### src/rtl/regfile_pkg.sv
// regfile_pkg: shared sizes, FSM state type and clear-count constant for the register file
package regfile_pkg;
  localparam int DW = 32;
  localparam int NREG = 32;
  localparam int AW = 5;
  localparam int CLR_CNT = NREG - 1;
  typedef enum logic {ST_IDLE, ST_CLEAR} state_t;
endpackage

### src/rtl/regfile_onehot_wr_onehot_check.sv
// onehot_check: flags an input with exactly one bit set
module onehot_check
  import regfile_pkg::*;
#(
  parameter int N = NREG
) (
  input  logic [N-1:0] sel,
  output logic         is_onehot
);
  assign is_onehot = (sel != '0) && ((sel & (sel - N'(1))) == '0);
endmodule

### src/rtl/regfile_onehot_wr.sv
// regfile_onehot_wr: one-hot-write register file with bypassed registered reads and sequential clear
module regfile_onehot_wr
  import regfile_pkg::*;
#(
  parameter int DW = regfile_pkg::DW,
  parameter int NREG = regfile_pkg::NREG,
  parameter int AW = regfile_pkg::AW
) (
  input  logic            clk,
  input  logic            rst,
  input  logic            wr_valid,
  output logic            wr_ready,
  input  logic [NREG-1:0] wr_sel,
  input  logic [DW-1:0]   wr_data,
  input  logic [AW-1:0]   rd_addr0,
  input  logic [AW-1:0]   rd_addr1,
  output logic [DW-1:0]   rd_data0,
  output logic [DW-1:0]   rd_data1,
  input  logic            clr_req,
  output logic            busy,
  output logic            err
);
  state_t state, state_nxt;
  logic [AW-1:0] cnt;
  logic [NREG-1:0] stg_sel;
  logic [DW-1:0] stg_data;
  logic [DW-1:0] regs [NREG];
  logic sel_ok, accept, clr_go, take;
  logic [DW-1:0] rd_nxt0, rd_nxt1;

  onehot_check #(.N(NREG)) u_chk (.sel(wr_sel), .is_onehot(sel_ok));

  assign wr_ready = state == ST_IDLE;
  assign busy = state == ST_CLEAR;
  assign accept = wr_valid && wr_ready;
  assign clr_go = clr_req && wr_ready;
  assign take = accept && sel_ok && !clr_go;

  always_comb begin
    state_nxt = clr_go ? ST_CLEAR : (busy && cnt == AW'(CLR_CNT)) ? ST_IDLE : state;
    rd_nxt0 = (rd_addr0 == '0 || (busy && cnt == rd_addr0)) ? '0 : stg_sel[rd_addr0] ? stg_data : regs[rd_addr0];
    rd_nxt1 = (rd_addr1 == '0 || (busy && cnt == rd_addr1)) ? '0 : stg_sel[rd_addr1] ? stg_data : regs[rd_addr1];
  end

  always_ff @(posedge clk or posedge rst)
    if (rst) state <= ST_IDLE;
    else state <= state_nxt;

  always_ff @(posedge clk or posedge rst)
    if (rst) begin
      cnt <= '0;
      stg_sel <= '0;
      stg_data <= '0;
      err <= 1'b0;
      rd_data0 <= '0;
      rd_data1 <= '0;
    end else begin
      cnt <= clr_go ? AW'(1) : busy ? cnt + AW'(1) : cnt;
      stg_sel <= take ? wr_sel : '0;
      stg_data <= wr_data;
      err <= clr_go ? 1'b0 : (accept && !sel_ok) ? 1'b1 : err;
      rd_data0 <= rd_nxt0;
      rd_data1 <= rd_nxt1;
    end

  always_ff @(posedge clk or posedge rst)
    if (rst) begin
      for (int i = 0; i < NREG; i++) regs[i] <= '0;
    end else begin
      for (int i = 1; i < NREG; i++)
        if (busy && cnt == AW'(i)) regs[i] <= '0;
        else if (stg_sel[i]) regs[i] <= stg_data;
    end
endmodule

### config.mk
export PLATFORM = sky130hd
export DESIGN_NAME = regfile_onehot_wr
export DESIGN_NICKNAME = d
export VERILOG_FILES = /design/src/rtl/regfile_pkg.sv /design/src/rtl/regfile_onehot_wr_onehot_check.sv /design/src/rtl/regfile_onehot_wr.sv
export SDC_FILE = /design/constraint.sdc
export NUM_CORES = 2
export LEC_CHECK = 0
export BUFFER_PORTS_ARGS = -buffer_cell sky130_fd_sc_hd__buf_2
export CAP_MARGIN = 15
export CORE_UTILIZATION = 51
export DETAILED_ROUTE_END_ITERATION = 8
export GPL_ROUTABILITY_DRIVEN = 0
export PLACE_DENSITY = 0.67
export SYNTH_ARGS = -nofsm -noshare
export SYNTH_HDL_FRONTEND = slang
export SYNTH_HIERARCHICAL = 1
export SYNTH_SLANG_ARGS = --single-unit
export TNS_END_PERCENT = 20
### constraint.sdc
create_clock -name clk -period 66.3 [get_ports clk]
set_input_delay 9.945 -clock clk [delete_from_list [all_inputs] [get_ports clk]]
set_output_delay 9.945 -clock clk [all_outputs]
set_load 0.01 [all_outputs]
Word level (Yosys, flattened, before mapping). Index checks and enable logic that the tools add are counted.

Output and inout bits: 67. Bits of input ports: 78. Word-level logic and storage cells: 245. Bits in registers: 1127.

Reduce and logical (&&, ||, !) cells: 81. Add/subtract/negate cells: 2. Equality and inequality tests: 33. Bitwise gates (word level): 4. Order comparisons: 4. Multiplexer cells: 83.

Operators with widths (number): 32-bit two-way mux (71); 32-bit binary-select mux with 5-bit select (2); 5-bit == test (second input constant) (16); 2-bit nonzero test (34); 5-bit by 4-bit == test with 1-bit output (second input constant) (8); 1-bit logical AND (39); 32-bit bitwise AND (1); 32-bit zero test (1); 32-bit nonzero test (1); 32-bit by 1-bit subtractor with 32-bit output (second input constant) (1); 5-bit by 3-bit == test with 1-bit output (second input constant) (4); 6-bit greater-or-equal comparator (second input constant) (2); 5-bit by 6-bit < comparator with 1-bit output (second input constant) (2); 5-bit inverter with 6-bit output (2); 1-bit binary-select mux with 5-bit select (2); 5-bit by 2-bit == test with 1-bit output (second input constant) (2); 5-bit == test (2); 5-bit zero test (2); 5-bit two-way mux (2); 1-bit two-way mux (6); 5-bit by 1-bit adder with 5-bit output (second input constant) (1); 5-bit by 1-bit == test with 1-bit output (second input constant) (1); 1-bit zero test (2); 1-bit logical OR (2); 1-bit inverter (1).

Depth between registers and ports, before layout.
Word-level depth: 8. Gate-level depth with buffers: 10. Mapped depth without buffers: 9.

Modules after synthesis. Netlist, hierarchy kept.

By module, submodules not included: regfile_onehot_wr (sequential area each 28202.0 sq um, instances 1, area an instance 62133.3 sq um, cells each 5338); onehot_check (sequential area each 0.0 sq um, instances 1, area an instance 498.0 sq um, cells each 74).

Least setup slack after synthesis. OpenSTA, ideal clock, no wires.

Kind: input -> register. From: in wr_sel[0]. To: reg stg_sel[10]. Cell stages on the path: 10. Library setup time: 0.066 ns. Data required time: 66.234 ns. Data arrival time: 12.051 ns. Path buffers: 1. Slack: 54.183 ns. Cells stage by stage: or4_4 > maj3_2 > nor3_2 > a2bb2oi_2 > nand4_1 > nor3_2 > nand2_1 > nor3_1 > clkbuf_1 > and2_1.

Cells in the longest elaborated chain, start to end: 7. Elaborated cells on any way between the ends: 8. Those cells by class: add/sub (1); mux (1); bitwise (1); reduce/logical (5).

RTL lines: start, declared (line regfile_onehot_wr.sv:13) `input logic [NREG-1:0] wr_sel,`; 32-bit by 1-bit subtractor with 32-bit output (line regfile_onehot_wr_onehot_check.sv:10) `assign is_onehot = (sel != '0) && ((sel & (sel - N'(1))) == '0);`; 32-bit bitwise AND (line regfile_onehot_wr_onehot_check.sv:10); 32-bit zero test (line regfile_onehot_wr_onehot_check.sv:10); 1-bit logical AND * (line regfile_onehot_wr_onehot_check.sv:10); net sel_ok (line regfile_onehot_wr.sv:28) `logic sel_ok, accept, clr_go, take;`; 1-bit logical AND * (2 in series) (line regfile_onehot_wr.sv:37) `assign take = accept && sel_ok && !clr_go;`; 32-bit two-way mux * (line regfile_onehot_wr.sv:59) `stg_sel <= take ? wr_sel : '0;`; end signal, assigned (line regfile_onehot_wr.sv:59); end, declared (line regfile_onehot_wr.sv:25) `logic [NREG-1:0] stg_sel;`.

The timed path passes the listed nets; every way through them passes the cells marked *. A chain may end at the register's enable or synchronous reset.

Final worst setup path.
From: in rd_addr0[2]. To: reg rd_data0[9].

Cells in the longest elaborated chain, start to end: 6. Elaborated cells on any way between the ends: 12. Those cells by class: eq/ne (1); mux (7); bitwise (1); reduce/logical (3).

RTL lines: start, declared (line regfile_onehot_wr.sv:15) `input logic [AW-1:0] rd_addr0,`; 5-bit inverter with 6-bit output (not written as such) (line regfile_onehot_wr.sv:41) `rd_nxt0 = (rd_addr0 == '0 || (busy && cnt == rd_addr0)) ? '0 : stg_sel[rd_addr0] ? stg_data : regs[rd_addr0];`; 32-bit binary-select mux with 5-bit select (line regfile_onehot_wr.sv:41); 32-bit two-way mux (not written as such) (2 in series) (line regfile_onehot_wr.sv:41); 32-bit two-way mux (line regfile_onehot_wr.sv:41); 32-bit two-way mux * (line regfile_onehot_wr.sv:41); net rd_nxt0[9] (line regfile_onehot_wr.sv:29) `logic [DW-1:0] rd_nxt0, rd_nxt1;`; end signal, assigned (line regfile_onehot_wr.sv:62) `rd_data0 <= rd_nxt0;`; end, declared (line regfile_onehot_wr.sv:17) `output logic [DW-1:0] rd_data0,`.

The timed path passes the listed nets; every way through them passes the cells marked *. The select of a mux whose other input is x is not followed.

==> metrics.csv <==
metric;value;unit
worstSetupStartpoint;rd_addr0[2];
fin_util;0.563;
grt_start_max_net_pins;177;
crit_path_max_fanout;60;
drv_slew;0;
wl_met1;86300;um
synth_compound_area_frac;0.0726;
setup_violations;0;
rsz0062_at_grt;false;
syn-num-nets;5496;
pin_count;145;
comb_power_share;0.121;
totalWireLength;228000;um
drive_gt1_frac;0.233;
area_growth;9.50;%
cts_tree;yes;
die_h;352;um
clk_pin_slew;60;ps
drt_iter0_drc;6751;
synth_seq_cells;1127;
cts_resized;0;
ff2ff_setup_slack;62650;ps
core_area;122000;um2
worstSkewPairLatency;750;ps
cts_setup_buffers;0;
power_density;24.1;nW/um2
swShare;0.284;
hold_depth;2;
dr.pass1.iters;8;
synthArstFlopShare;1.00;
cts_made_buffers;121;
post_synth_num_cell_types;76;
synth-edff-count;0;
finalSetupTns;0;ps
synth-xor-area-share;0.00168;
seq_power_share;0.431;
tightest_slew;1330;ps
globalRouteTotalUtil;0.362;
slew_headroom;0.115;
r2r_cells;6;
drc;0;
synth_top_area_cell;dfrtp_1;
p_sw;0.468;mW
hold_viol_final;0;
stdcell_count;6957;
hpwlAfterDp;128000;um
p_clk_frac;0.448;
hold-worst-slack;530;ps
power.leakage;29.7;nW
dp_cells;6726;
io_buffers;144;
synthCells;5412;
arrival;14140;ps
worstSetupPathType;primary input to flip-flop;
worstSetupStartpointType;primary input;
synthAdderAreaFrac;0.00154;
vias;47800;
grt_pass1_wl;331000;um
holdPathEnd;err;
wl_met3;27400;um
nets;5310;
syn-cell-area;62600;um2
worstHoldStart;err;
cts-htree-levels;3;
synth_area_leaders;dfrtp_1, mux2i_1, mux4_2;
detail_route.wl_per_cell;32.7;um
min_path_type;flip-flop to flip-flop;
run_status;complete, no violations;
yosysWarnings;70;
route.detailed.vias_per_inst;6.87;
grt_pass1_vias;47000;
synth_top_cell_area_share;0.450;
drtAntennaViolNets;0;
antenna_found_initial;12;
overflow;0;
r2r_start;stg_sel[19];
cts_buffer_depth;3;
fin_crit_sh;0.204;
seq_area_frac_synth;0.450;
synth_top_flop_cell;dfrtp_1;
max_cap_violations;0;
start_util;0.515;
period_needed;13510;ps
clock_sinks;1127;
synth_top_family_by_area;multiplexers;
worst_ep_required_time;66940;ps
hold_buffers;0;
cts_root_buf;clkbuf_16;
highest_layer;met5;
fp.dieArea;124000;um2
synthMuxAreaShare;0.344;
synth-simple-area-share;0.0863;
fmax;0.0740;GHz
fin_worst_skew;22.3;ps
timing.rr.end;rd_data1[2];
internal_power;1.18;mW
crit_path_end_kind;flip-flop;
layout_commonest_cell;dfrtp_1;
ir_drop;0.0000239;V
num_rows;128;
final_cell_mix;dfrtp_1, mux2i_1, nor2_1, mux4_2, mux2_2;
route.met2.wl;98400;um
die_w;352;um
syn_area_per_cell;11.6;um2
## worst max path at each step
stage,to,slack (ps)
3_5_place_dp,regs[691],51930
5_1_grt,regs[662],52170
4_1_cts,regs[595],52700
6_report,rd_data0[9],52790
2_1_floorplan,busy,24620
3_3_place_gp,regs[539],51930
## power groups by stage
stage,sequential [mW],combinational (mW),clock [mW]
finish,0.711,0.199,0.739
CTS,0.710,0.193,0.743
detailed placement,0.722,0.193,0
global placement,0.722,0.191,0
global route,0.711,0.204,0.767
floorplan,0.716,0.110,0
## metrics by stage
step / cell area (um2) / power (mW) / worst slack [ps]
after floorplan: 62600 / 0.825 / 24620
after global placement: 64200 / 0.914 / 51930
after detailed placement: 64200 / 0.914 / 51930
after CTS: 68500 / 1.65 / 52700
after global routing: 68600 / 1.68 / 52170
final: 68600 / 1.65 / 52790
## Yosys cell counts, types with 36 or more instances
| cell | count |
|---|---|
| buf_2 | 117 |
| a221oi_1 | 36 |
| mux4_2 | 329 |
| buf_4 | 50 |
| and2_1 | 43 |
| mux2i_1 | 1086 |
| nor2_1 | 1068 |
| o21ai_0 | 52 |
| mux2_2 | 286 |
| a22oi_1 | 111 |
| o221ai_1 | 60 |
| clkbuf_1 | 394 |
| o22ai_1 | 113 |
| dfrtp_1 | 1127 |
| nand2_1 | 83 |
## layer usage
metal	GRT usage	vias up
met4	0.208	16
met2	0.529	3161
met1	0.482	24600
met3	0.103	776
li1	-	19300
met5	0.0104	-
## kinds of logic (layout without fill, tap and decap cells)
family / after synthesis / after routing
adder cells (fa/ha/maj): 8 / 8
other: 0 / 4
AO/OA/AOI/OAI: 621 / 621
flip-flops: 1127 / 1127
XOR/XNOR: 12 / 12
multiplexers: 1702 / 1702
buffers and inverters: 614 / 530
AND/OR/NAND/NOR: 1328 / 1328
## critical path: stages
cell	delay, ps
buf_8	440
buf_4	740
buf_4	670
buf_4	660
mux2_2	290
o22ai_2	100
o211ai_2	140
buf_4	340
nand2_2	310
a211oi_1	340
## final cells by class
cell class | instances | area, um2
Tap cell | 1625 | 2030
Multi-Input combinational cell | 3671 | 32000
Sequential cell | 1127 | 28200
Timing Repair Buffer | 292 | 1970
Inverter | 13 | 56.3
Fill cell | 10300 | 53100
Antenna cell | 4 | 10.0
Clock buffer | 182 | 3670
Clock inverter | 43 | 643
## registers in the layout, summed over array words and instances, names as in the netlist
signal    flops
busy          1
rd_data1     32
cnt           5
stg_data     32
stg_sel      32
err           1
rd_data0     32
regs        992
Power figures use the tool's default switching activity.
